`config.mk`:
```
export PLATFORM = sky130hd
export DESIGN_NAME = conv_frame_sequencer_flat
export DESIGN_NICKNAME = d
export VERILOG_FILES = /design/src/rtl/conv_frame_sequencer_if.sv /design/src/rtl/conv_frame_sequencer.sv /design/src/flat_wrapper.sv
export SDC_FILE = /design/constraint.sdc
export NUM_CORES = 1
export LEC_CHECK = 0
export BUFFER_PORTS_ARGS = -buffer_cell sky130_fd_sc_hd__buf_2
export CORE_ASPECT_RATIO = 1.4
export CORE_MARGIN = 2
export CORE_UTILIZATION = 30
export DETAILED_ROUTE_END_ITERATION = 16
export GPL_ROUTABILITY_DRIVEN = 0
export HOLD_SLACK_MARGIN = 0.06
export PLACE_DENSITY = 0.51
export SYNTH_ARGS = -nofsm -noshare
export SYNTH_HDL_FRONTEND = slang
export SYNTH_SLANG_ARGS = --single-unit
```
`constraint.sdc`:
```
create_clock -name clk -period 3.29 [get_ports clk]
set_clock_uncertainty 0.05 [all_clocks]
set_input_delay 0 -clock clk [delete_from_list [all_inputs] [get_ports clk]]
set_output_delay 0 -clock clk [all_outputs]
set_load 0.005 [all_outputs]
```
`src/rtl/conv_frame_sequencer_if.sv`:
```
// Host-side bundle of the convolution frame sequencer: start/config,
// load and readout handshakes, bank controls and status strobes.
interface conv_frame_sequencer_if #(
  parameter int ADDR_W = 10,
  parameter int COL_W  = 10
);
  logic              i_start;
  logic [ADDR_W-1:0] i_height;
  logic [COL_W-1:0]  i_width;
  logic              i_wvalid;
  logic              o_wready;
  logic              o_wr_en;
  logic              i_ordy;
  logic              o_rd_en;
  logic [ADDR_W-1:0] o_addr;
  logic              o_sop;
  logic              o_eop;
  logic              o_chblk;
  logic              o_busy;
  logic              o_done;
  logic              o_err;

  modport master (
    output i_start, i_height, i_width, i_wvalid, i_ordy,
    input  o_wready, o_wr_en, o_rd_en, o_addr,
    input  o_sop, o_eop, o_chblk, o_busy, o_done, o_err
  );

  modport slave (
    input  i_start, i_height, i_width, i_wvalid, i_ordy,
    output o_wready, o_wr_en, o_rd_en, o_addr,
    output o_sop, o_eop, o_chblk, o_busy, o_done, o_err
  );
endinterface

```
`src/rtl/conv_frame_sequencer.sv`:
```
// Frame sequencer for the column-bank convolution MCU:
// LOAD columns, PROC sweep (+drain), OUT readout, rotating N+2 banks.
module conv_frame_sequencer #(
  parameter int N        = 2,
  parameter int ADDR_W   = 10,
  parameter int COL_W    = 10,
  parameter int PROC_LAT = 3
) (
  input  logic clk,
  input  logic rst,
  conv_frame_sequencer_if.slave bus
);

  localparam int DW = (PROC_LAT > 1) ? $clog2(PROC_LAT) : 1;
  localparam logic [DW-1:0] DRN_LAST =
    DW'((PROC_LAT > 0) ? PROC_LAT - 1 : 0);

  typedef enum logic [2:0] {
    S_IDLE,
    S_LOAD,
    S_LCHG,
    S_PROC,
    S_DRAIN,
    S_OUT,
    S_OCHG
  } state_t;

  state_t            state;
  state_t            state_nxt;
  logic [ADDR_W-1:0] addr;
  logic [ADDR_W-1:0] height_q;
  logic [COL_W-1:0]  cols_left;
  logic [COL_W-1:0]  ld_cnt;
  logic [COL_W-1:0]  ld_tgt;
  logic [DW-1:0]     drn;
  logic              err_q;

  logic              cfg_ok;
  logic              accept;
  logic              rd_out;
  logic              last_ld;
  logic [ADDR_W-1:0] h_last;
  logic [ADDR_W-1:0] o_last;
  logic [COL_W-1:0]  left_nxt;

  assign cfg_ok = (bus.i_height >= ADDR_W'(N + 1)) &&
                  (bus.i_width  >= COL_W'(N + 1));
  assign accept   = (state == S_LOAD) && bus.i_wvalid;
  assign rd_out   = (state == S_OUT) && bus.i_ordy;
  assign last_ld  = (ld_cnt == ld_tgt);
  assign h_last   = height_q - ADDR_W'(1);
  assign o_last   = height_q - ADDR_W'(N) - ADDR_W'(1);
  // cols_left counts columns not yet loaded into the banks
  assign left_nxt = cols_left - ld_tgt;

  always_ff @(posedge clk or negedge rst) begin
    if (!rst) state <= S_IDLE;
    else      state <= state_nxt;
  end

  always_comb begin
    state_nxt = state;
    unique case (state)
      S_IDLE:
        if (bus.i_start && cfg_ok) state_nxt = S_LOAD;
      S_LOAD:
        if (accept && addr == h_last) state_nxt = S_LCHG;
      S_LCHG:
        state_nxt = last_ld ? S_PROC : S_LOAD;
      S_PROC:
        if (addr == h_last)
          state_nxt = (PROC_LAT == 0) ? S_OUT : S_DRAIN;
      S_DRAIN:
        if (drn == DRN_LAST) state_nxt = S_OUT;
      S_OUT:
        if (rd_out && addr == o_last) state_nxt = S_OCHG;
      S_OCHG:
        state_nxt = (left_nxt != '0) ? S_LOAD : S_IDLE;
      default:
        state_nxt = S_IDLE;
    endcase
  end

  always_ff @(posedge clk or negedge rst) begin
    if (!rst) begin
      addr      <= '0;
      height_q  <= '0;
      cols_left <= '0;
      ld_cnt    <= '0;
      ld_tgt    <= '0;
      drn       <= '0;
      err_q     <= 1'b0;
    end else begin
      err_q <= (state == S_IDLE) && bus.i_start && !cfg_ok;
      unique case (state)
        S_IDLE:
          if (bus.i_start && cfg_ok) begin
            height_q  <= bus.i_height;
            cols_left <= bus.i_width;
            ld_tgt    <= COL_W'(N + 1);
            ld_cnt    <= '0;
            addr      <= '0;
          end
        S_LOAD:
          if (accept) begin
            if (addr == h_last) begin
              addr   <= '0;
              ld_cnt <= ld_cnt + COL_W'(1);
            end else begin
              addr <= addr + ADDR_W'(1);
            end
          end
        S_LCHG:
          if (last_ld) ld_cnt <= '0;
        S_PROC: begin
          drn  <= '0;
          addr <= (addr == h_last) ? '0 : addr + ADDR_W'(1);
        end
        S_DRAIN:
          drn <= drn + DW'(1);
        S_OUT:
          if (rd_out)
            addr <= (addr == o_last) ? '0 : addr + ADDR_W'(1);
        S_OCHG: begin
          cols_left <= left_nxt;
          ld_tgt    <= COL_W'(1);
        end
        default: ;
      endcase
    end
  end

  always_comb begin
    bus.o_sop    = 1'b1;
    bus.o_eop    = 1'b1;
    bus.o_wready = 1'b0;
    bus.o_rd_en  = 1'b0;
    bus.o_chblk  = 1'b0;
    bus.o_done   = 1'b0;
    unique case (state)
      S_IDLE: ;
      S_LOAD: begin
        {bus.o_eop, bus.o_sop} = 2'b00;
        bus.o_wready = 1'b1;
      end
      S_LCHG: begin
        {bus.o_eop, bus.o_sop} = 2'b00;
        bus.o_chblk = 1'b1;
      end
      S_PROC: begin
        {bus.o_eop, bus.o_sop} = 2'b01;
        bus.o_rd_en = 1'b1;
      end
      S_DRAIN:
        {bus.o_eop, bus.o_sop} = 2'b01;
      S_OUT: begin
        {bus.o_eop, bus.o_sop} = 2'b10;
        bus.o_rd_en = bus.i_ordy;
      end
      S_OCHG: begin
        {bus.o_eop, bus.o_sop} = 2'b10;
        bus.o_chblk = 1'b1;
        bus.o_done  = (left_nxt == '0);
      end
      default: ;
    endcase
  end

  assign bus.o_wr_en = bus.o_wready & bus.i_wvalid;
  assign bus.o_addr  = addr;
  assign bus.o_busy  = (state != S_IDLE);
  assign bus.o_err   = err_q;

endmodule

```
`src/flat_wrapper.sv`:
```
// flat-port wrapper written by rule: the top's interface ports become plain ports
module conv_frame_sequencer_flat 
#(
  parameter int N        = 2,
  parameter int ADDR_W   = 10,
  parameter int COL_W    = 10,
  parameter int PROC_LAT = 3
)
  (clk, rst, bus_i_start, bus_i_height, bus_i_width, bus_i_wvalid, bus_i_ordy, bus_o_wready, bus_o_wr_en, bus_o_rd_en, bus_o_addr, bus_o_sop, bus_o_eop, bus_o_chblk, bus_o_busy, bus_o_done, bus_o_err);
  conv_frame_sequencer_if #(.ADDR_W(ADDR_W), .COL_W(COL_W)) bus_i ();
  input  logic clk;
  input  logic rst;
  input wire logic [$bits(bus_i.i_start)-1:0] bus_i_start;
  input wire logic [$bits(bus_i.i_height)-1:0] bus_i_height;
  input wire logic [$bits(bus_i.i_width)-1:0] bus_i_width;
  input wire logic [$bits(bus_i.i_wvalid)-1:0] bus_i_wvalid;
  input wire logic [$bits(bus_i.i_ordy)-1:0] bus_i_ordy;
  output wire logic [$bits(bus_i.o_wready)-1:0] bus_o_wready;
  output wire logic [$bits(bus_i.o_wr_en)-1:0] bus_o_wr_en;
  output wire logic [$bits(bus_i.o_rd_en)-1:0] bus_o_rd_en;
  output wire logic [$bits(bus_i.o_addr)-1:0] bus_o_addr;
  output wire logic [$bits(bus_i.o_sop)-1:0] bus_o_sop;
  output wire logic [$bits(bus_i.o_eop)-1:0] bus_o_eop;
  output wire logic [$bits(bus_i.o_chblk)-1:0] bus_o_chblk;
  output wire logic [$bits(bus_i.o_busy)-1:0] bus_o_busy;
  output wire logic [$bits(bus_i.o_done)-1:0] bus_o_done;
  output wire logic [$bits(bus_i.o_err)-1:0] bus_o_err;
  assign bus_i.i_start = bus_i_start;
  assign bus_i.i_height = bus_i_height;
  assign bus_i.i_width = bus_i_width;
  assign bus_i.i_wvalid = bus_i_wvalid;
  assign bus_i.i_ordy = bus_i_ordy;
  assign bus_o_wready = bus_i.o_wready;
  assign bus_o_wr_en = bus_i.o_wr_en;
  assign bus_o_rd_en = bus_i.o_rd_en;
  assign bus_o_addr = bus_i.o_addr;
  assign bus_o_sop = bus_i.o_sop;
  assign bus_o_eop = bus_i.o_eop;
  assign bus_o_chblk = bus_i.o_chblk;
  assign bus_o_busy = bus_i.o_busy;
  assign bus_o_done = bus_i.o_done;
  assign bus_o_err = bus_i.o_err;
  conv_frame_sequencer #(.N(N), .ADDR_W(ADDR_W), .COL_W(COL_W), .PROC_LAT(PROC_LAT)) u_core (.clk(clk), .rst(rst), .bus(bus_i));
endmodule
```
Yosys cells after proc, flatten, opt, wreduce, memory -nomap -nowiden
Index checks and enable logic that the tools add are counted.
- bits of input ports: 25
- register bits after elaboration: 56
- logic and storage cells: 91
- output and inout port bits: 19
- add/subtract/negate cells: 7
- equal/unequal tests: 19
- muxes and demuxes: 29
- bitwise gates (word level): 1
- reduce and logical (&&, ||, !) cells: 25
- $lt $le $gt $ge: 2
- operators by type and width (operator ; count):
    two-way mux 10 bit ; 10
    case mux 10 bit (2 select lines) ; 2
    case mux 10 bit (4 select lines) ; 1
    == test 10 bit ; 3
    case mux 10 bit (3 select lines) ; 1
    case mux 3 bit (7 select lines) ; 1
    adder 10 x 1 -> 10 bit (second input constant) ; 2
    greater-or-equal comparator 10 x 2 -> 1 bit (second input constant) ; 2
    subtractor 10 x 1 -> 10 bit (second input constant) ; 2
    two-way mux 3 bit ; 5
    != test 2 x 1 -> 1 bit (second input constant) ; 6
    zero test 10 bit ; 1
    AND reduction 5 bit ; 2
    nonzero test 10 bit ; 1
    subtractor 10 bit ; 1
    subtractor 10 x 2 -> 10 bit (second input constant) ; 1
    == test 3 bit (second input constant) ; 3
    logical AND 1 bit ; 8
    OR reduction 4 bit ; 2
    == test 3 x 2 -> 1 bit (second input constant) ; 2
    two-way mux 1 bit ; 6
    != test 2 bit (second input constant) ; 3
    nonzero test 3 bit ; 2
    case mux 2 bit (2 select lines) ; 1
    13 further kinds ; 15

Depth between registers and ports, before layout
Gate-level depths: netlist of the first run.
- depth in word-level cells: 6
- gate-level depth with buffers: 10
- mapped depth without buffers: 10

Worst setup path after synthesis of the first run
Ideal clock, no wire load.
- kind: register to register
- start point: register u_core.height_q[0]
- end point: register u_core.ld_cnt[4]
- clock period less this slack: 2.391 ns
- path buffers: 1
- cell stages (with the launch flop): 10
- arrival: 2.222 ns
- library setup time: 0.119 ns
- required time: 3.121 ns
- slack: 0.899 ns
- cell sequence: dfrtp_1 inv_1 ha_1 xor2_1 nand3_1 a2111oi_2 and2_1 buf_4 a21oi_1 o21a_1
- cells in the longest elaborated chain, start to end: 4
- ends and longest elaborated chain (element ; line ; RTL):
    from (decl) ; conv_frame_sequencer.sv:31 ; logic [ADDR_W-1:0] height_q;
    from (signal assigned) ; conv_frame_sequencer.sv:98 ; height_q <= bus.i_height;
    subtractor 10 x 1 -> 10 bit ; conv_frame_sequencer.sv:51 ; assign h_last = height_q - ADDR_W'(1);
    == test 10 bit ; conv_frame_sequencer.sv:106 ; if (addr == h_last) begin
    != test 2 bit (no line) ; -- ;
    AND reduction 5 bit (no line) ; -- ;
    to (signal assigned) ; conv_frame_sequencer.sv:108 ; ld_cnt <= ld_cnt + COL_W'(1);
    to (decl) ; conv_frame_sequencer.sv:33 ; logic [COL_W-1:0] ld_cnt;
No other way between the ends.
A chain may end at the register's enable or synchronous reset.

Worst setup path in the final report of the first run
- start point: register u_core.height_q[2]
- end point: register u_core.ld_cnt[4]
Same word-level chain as after synthesis.

==> summary.md, run 1 <==
| Metric | Value |
|---|---|
| Status | `finished, final reports clean` |
| Initial antenna violation count | `0` |
| Critical-path cell list | `or4_4 -> a2111oi_2 -> nor2_1 -> a211oi_4 -> and2_1 -> a21oi_1 -> o21a_1` |
| Predominant post-synthesis flop cell | `dfrtp_1` |
| # nets final | `490` |
| Post-synth ARST share | `100%` |
| CTS Buf Count | `5` |
| Register-to-register setup slack | `0.42 ns` |
| Reg2reg path depth | `7` |
| Post-Syn Instances | `396` |
| Syn nets | `429` |
| DR vias/cell | `5.39` |
| Max Cap Viol | `0` |
| CP max stage cell | `or4_4` |
| CP Depth | `7` |
| Clk buf depth | `2` |
| # IOs | `44` |
| Post-synth EDFFs | `0` |
| Distinct cell type count of the synthesized netlist | `60` |
| Fmax | `349 MHz` |
| Total gr overflow | `0` |
| Die Wd | `93.0 um` |
| H-tree levels | `2` |
| Avg Cell Area, Syn | `8.40 um^2` |
| Worst path max stage delay | `0.61 ns` |
| Ratio of cells with drive above 1 in the final layout | `16.8%` |
| Worst-Margin Slew | `0.694 ns` |
| Vias in the first global route | `3235` |
| Delay-heaviest family, CP | `simple AND/OR/NAND/NOR gates` |
| DR DRC count | `0` |
| TritonCTS clock tree | `yes` |
| R2R Path Start | `u_core.height_q[2]` |
| HP Class | `primary input to asynchronous set/reset pin` |
| Die area | `12000 um^2` |
| Initial core utilization | `30.8%` |
| Final period utilization | `87.2%` |
| Rows | `45` |
| Synth area leader | `dfrtp_1` |
| Post-CTS setup buffers | `0` |
| Largest net degree at the start of global routing | `27` |
| Synth area leaders | `dfrtp_1 36%, nand2_1 6.8%, o21ai_0 3.9%` |
| Global-route wire length before repair | `16100 um` |
| Maximum VDD drop | `0.201 mV` |
| Design Area, Final | `4100 um^2` |
| Setup crit start | `u_core.height_q[2]` |
| Critical Path Source Type | `flop` |
| WL final | `9640 um` |
| Power per Cell Area | `301 nW/um^2` |
| Sink Count | `48` |
| Clock transition at path regs | `0.07 ns` |
| Top post-synthesis cells by count | `60 x nand2_1, 48 x dfrtp_1, 28 x nor2_1` |
| Fill count | `1133` |
| Final-report setup violation count | `0` |
| Routed WL per cell | `16.1 um` |
| Initial DRC Count | `122` |
| Dpl cell area | `3690 um^2` |
| Worst EP arrival | `3.01 ns` |
| CTS Root Cell | `clkbuf_16` |
| Number of routed nets with antenna violations | `0` |
| Slew Viols, Final | `0` |
| Hpwl dp | `7230 um` |
| Core region area | `10800 um^2` |
| CP max FO | `14` |
| Syn Std Cell Area | `3330 um^2` |
| Lkg Pwr | `1.66 nW` |
| RSZ-0062 raised after global routing | `false` |
| CP bufs+invs | `0` |
| Worst-Skew Late Latency | `0.30 ns` |
| Final setup TNS | `0 ns` |
| Yosys warns | `0` |
| Yosys top cell area share | `36.1%` |
| DR pass1 iterations | `4` |
| Syn-to-layout area delta | `23.1%` |
| Slew margin rel. | `53.3%` |
| Crit. End Element | `flop` |
| GRT Total Usage | `16.8%` |
| Yosys reg bits | `48` |
| Port bufs | `43` |
| Vias | `3229` |
| Sequential element share of the synthesized area | `36.1%` |
| WS Path Type | `flop to flop` |
| Minimum clock period | `2.87 ns` |
| Final hold vios | `0` |
| CP required | `3.43 ns` |
| Die height | `129 um` |
| Antenna cells | `0` |
| Most frequent cell after synthesis | `nand2_1` |
==> registers in the layout, indices dropped and copies added, names as in the netlist <==
name               count
u_core.ld_tgt          2
u_core.state           3
u_core.drn             2
u_core.bus.o_err       1
u_core.height_q       10
u_core.ld_cnt         10
u_core.bus.o_addr     10
u_core.cols_left      10
==> per-stage QoR <==
stage                     worst slack [ns]  instances  power [W]  utilization (%)  hold WS, ns
after global routing                 0.203        599    0.00128             37.9        0.235
after CTS                            0.262        599    0.00125             37.8        0.195
after floorplan                      0.899        396   0.000603                -       -0.346
after detailed placement             0.283        568   0.000636             34.1      -0.0283
final                                0.422        599    0.00123             37.9        0.163
after global placement               0.369        568   0.000637             34.1      -0.0250
==> area by class of cell <==
class / count / area [um^2] / area share [%]
Tap cell: 141 / 176 / 4.31
Sequential cell: 48 / 1200 / 29.3
Timing Repair Buffer: 73 / 498 / 12.2
Clock inverter: 2 / 35.0 / 0.855
Inverter: 16 / 60.1 / 1.47
Clock buffer: 6 / 129 / 3.15
Multi-Input combinational cell: 313 / 2000 / 48.7
==> repair_timing <==
action / CTS / global route
resized for setup: 0 / 1
endpoints found under the hold margin: 46 / 0
hold buffers: 23 / 0
endpoints found under the setup margin: 0 / 4
==> report_power, final <==
| part | leakage, nW | switching [W] | internal, W |
|---|---|---|---|
| Clock | 0.0808 | 0.000231 | 0.000358 |
| Sequential | 0.578 | 0 | 0.000590 |
| Combinational | 1.00 | 0.0000255 | 0.0000299 |
| Total | 1.66 | 0.000256 | 0.000978 |
==> worst paths after layout <==
| path | endpoint |
|---|---|
| max in group asynchronous | u_core.height_q[1] |
| min in group clk | u_core.ld_cnt[8] |
| min | u_core.height_q[9] |
| max reg2reg | u_core.ld_cnt[4] |
| max | u_core.ld_cnt[4] |
| min reg2reg | u_core.drn[0] |
==> cell usage in the layout, fill, tap and decap left out, drive strengths merged, types with 4 or more instances in the layout <==
cell type and n:
or2 4, a31oi 9, a2111oi 4, dfrtp 48, nand2 60, nor2 29, buf 50, o21a 5
nor2b 4, nor3 17, o21ai 29, xnor2 13, a221o 5, xor2 10, ha 7, dlygate4sd3 23
a21oi 13, nor4 13, clkbuf 6, o31ai 5, and3 6, o211ai 8, mux2 8, nand3 10
inv 14
==> cell families (layout without fill, tap and decap cells) <==
kind of cell / after synthesis / in the layout / synth area share [%]
mux: 8 / 8 / 2.71
buf+inv: 35 / 97 / 4.25
flops: 48 / 48 / 36.1
xor+xnor: 23 / 23 / 6.06
simple gates: 166 / 166 / 24.3
compound gates: 108 / 108 / 23.3
fa+ha+maj: 8 / 8 / 3.24
==> layer usage <==
| metal | track usage (%) | part of all wire (%) | vias to the layer above |
|---|---|---|---|
| li1 | - | - | 1586 |
| met1 | 19.6 | 42 | 1575 |
| met2 | 31.4 | 53 | 57 |
| met3 | 1.99 | 2.6 | 11 |
| met4 | 6.31 | 1.8 | 0 |
| met5 | 0 | 0 | - |
Note: power is estimated with default switching activity, not from simulation.
==> run 2, diff against run 1 <==
--- a/config.mk
+++ b/config.mk
@@ -12,6 +12,7 @@
 export DETAILED_ROUTE_END_ITERATION = 16
 export GPL_ROUTABILITY_DRIVEN = 0
 export HOLD_SLACK_MARGIN = 0.06
+export MAX_ROUTING_LAYER = met4
 export PLACE_DENSITY = 0.51
 export SYNTH_ARGS = -nofsm -noshare
 export SYNTH_HDL_FRONTEND = slang
==> run 2 against run 1 <==
Effect of this change:
- routed wire length grew 0.18%
- final cell count is the same
- setup slack lost 0.0014 ns
- critical endpoint unchanged
- largest power group unchanged
- highest routed layer unchanged
- critical path depth is the same
- clock-buffer cell count is the same
==> summary.md, run 2 (synthesis gave the netlist of run 1 again) <==
| Metric | Value |
|---|---|
| WS Path Type | `flop to flop (unchanged)` |
| Syn-to-layout area delta | `23.1% (unchanged)` |
| Register-to-register setup slack | `0.42 ns (about the same)` |
| Ratio of cells with drive above 1 in the final layout | `16.8% (unchanged)` |
| DR vias/cell | `5.43 (was 5.39)` |
| Slew Viols, Final | `0 (unchanged)` |
| Die Wd | `93.0 um (unchanged)` |
| FF-to-FF End | `u_core.ld_cnt[4] (unchanged)` |
| Final period utilization | `87.2% (about the same)` |
| Vias in the first global route | `3239 (was 3235)` |
| Final setup TNS | `0 ns (unchanged)` |
| CTS Buf Count | `5 (unchanged)` |
| Reg2reg path depth | `7 (unchanged)` |
| Routed WL per cell | `16.1 um (about the same)` |
| Total gr overflow | `0 (unchanged)` |
| Worst path max stage delay | `0.61 ns (about the same)` |
| Delay-heaviest family, CP | `simple AND/OR/NAND/NOR gates (unchanged)` |
| Max Cap Viol | `0 (unchanged)` |
| Worst-Margin Slew | `0.702 ns (was 0.694 ns)` |
| RSZ-0062 raised after global routing | `false (unchanged)` |
| Reg power frac | `47.8% (about the same)` |
| Final-report setup violation count | `0 (unchanged)` |
| Critical-path cell list | `or4_4 -> a2111oi_2 -> nor2_1 -> a211oi_4 -> and2_1 -> a21oi_1 -> o21a_1 (unchanged)` |
| R2R Path Start | `u_core.height_q[2] (unchanged)` |
| Fill count | `1133 (unchanged)` |
| GRT Total Usage | `17.3% (was 16.8%)` |
| Clock transition at path regs | `0.07 ns (about the same)` |
| Most frequent cells in the layout | `60 x nand2_1, 48 x dfrtp_1, 43 x buf_2 (unchanged)` |
| Lkg Pwr | `1.66 nW (unchanged)` |
| Number of routed nets with antenna violations | `0 (unchanged)` |
| Clk buf depth | `2 (unchanged)` |
| Most common cell after layout, fill and taps aside | `nand2_1 (unchanged)` |
| Sw power | `0.000256 W (about the same)` |
| Initial DRC Count | `127 (was 122)` |
| CTS Root Cell | `clkbuf_16 (unchanged)` |
| Fmax | `349 MHz (about the same)` |
| WL final | `9650 um (was 9640 um)` |
| CP max FO | `14 (unchanged)` |
| TritonCTS clock tree | `yes (unchanged)` |
| Global-route wire length before repair | `16100 um (about the same)` |
| DR pass1 iterations | `5 (was 4)` |
| Die height | `129 um (unchanged)` |
| Tot Pwr | `0.00123 W (about the same)` |
| Initial core utilization | `30.8% (unchanged)` |
| Antenna cells | `0 (unchanged)` |
| FF/Latch Area | `1200 um^2 (unchanged)` |
| Port bufs | `43 (unchanged)` |
| Power per Cell Area | `301 nW/um^2 (about the same)` |
| Vias | `3252 (was 3229)` |
| # nets final | `490 (unchanged)` |
| Sink Count | `48 (unchanged)` |
| HP Class | `primary input to asynchronous set/reset pin (unchanged)` |
| Comb pwr share | `4.5% (about the same)` |
| CP Depth | `7 (unchanged)` |
| DR DRC count | `0 (unchanged)` |
| Rows | `45 (unchanged)` |
| Largest net degree at the start of global routing | `27 (unchanged)` |
| Critical Path Source Type | `flop (unchanged)` |
| H-tree levels | `2 (unchanged)` |
| Maximum VDD drop | `0.201 mV (about the same)` |
| Footprint of the multi-input gates | `2000 um^2 (unchanged)` |
| Switching Share | `20.8% (about the same)` |
| Crit. End Element | `flop (unchanged)` |
| Status | `finished, final reports clean (unchanged)` |
| CP bufs+invs | `0 (unchanged)` |
| Clk pwr share | `47.7% (about the same)` |
| Die area | `12000 um^2 (unchanged)` |
| Worst EP arrival | `3.01 ns (about the same)` |
| Minimum clock period | `2.87 ns (about the same)` |
| Worst-Skew Late Latency | `0.30 ns (about the same)` |
| Final hold vios | `0 (unchanged)` |
| CP required | `3.43 ns (about the same)` |
| CP max stage cell | `or4_4 (unchanged)` |
| Internal Power | `0.000978 W (about the same)` |
| Core region area | `10800 um^2 (unchanged)` |
| Initial antenna violation count | `0 (unchanged)` |
| Hpwl dp | `7230 um (unchanged)` |
| # IOs | `44 (unchanged)` |
| Slew margin rel. | `53.1% (was 53.3%)` |
-- run 2: cell counts in the layout (fill, tap and decap cells not counted) --
No cell type changed its count.
-- run 2: metal layers --
| layer | global-route usage, % | share of wire (%) | vias to the layer above |
|---|---|---|---|
| met5 | - | 0 | - |
| met3 | 1.99 | 2.9 | 11 |
| met1 | 19.5 | 42 | 1590 |
| li1 | - | - | 1588 |
| met2 | 31.4 | 54 | 63 |
| met4 | 6.40 | 1.8 | 0 |
-- run 2: power groups by stage --
stage               Combinational [W]  Sequential [W]  Clock (W)
floorplan                  0.00000206        0.000601          0
global placement            0.0000355        0.000601          0
detailed placement          0.0000352        0.000601          0
CTS                         0.0000560        0.000590   0.000604
global route                0.0000621        0.000589   0.000627
finish                      0.0000553        0.000590   0.000589
-- run 2: stage by stage --
stage | instance area, um^2 | instances | worst slack, ns | utilization (%) | hold slack, ns
floorplan | 3330 | 396 | 0.899 | - | -0.346
detailed placement | 3690 | 568 | 0.283 | 34.1 | -0.0283
finish | 4100 | 599 | 0.421 | 37.9 | 0.164
CTS | 4080 | 599 | 0.262 | 37.8 | 0.195
global route | 4100 | 599 | 0.203 | 37.9 | 0.235
global placement | 3690 | 568 | 0.369 | 34.1 | -0.0250
-- run 2: worst max-delay path by stage --
stage,from,end,slack (ns)
floorplan,u_core.height_q[0],u_core.ld_cnt[4],0.90
global placement,u_core.height_q[0],u_core.ld_cnt[4],0.37
detailed placement,u_core.height_q[0],u_core.bus.o_addr[9],0.28
CTS,u_core.height_q[0],u_core.bus.o_addr[9],0.26
global route,u_core.height_q[5],u_core.bus.o_addr[2],0.20
finish,u_core.height_q[2],u_core.ld_cnt[4],0.42
-- run 2: timing repair --
action / 4_1_cts / 5_1_grt
hold buffers: 23 / 0
endpoints found under the setup margin: 0 / 4
hold endpoints to repair: 46 / 0
resized for setup: 0 / 1
setup buffers: 0 / 0
-- run 2: final cells by class --
class / count / share of cell area, %
clock buffer: 6 / 3.15
tap: 141 / 4.31
clock inverter: 2 / 0.855
inverter: 16 / 1.47
multi-input combinational: 313 / 48.7
sequential: 48 / 29.3
timing repair buffer: 73 / 12.2
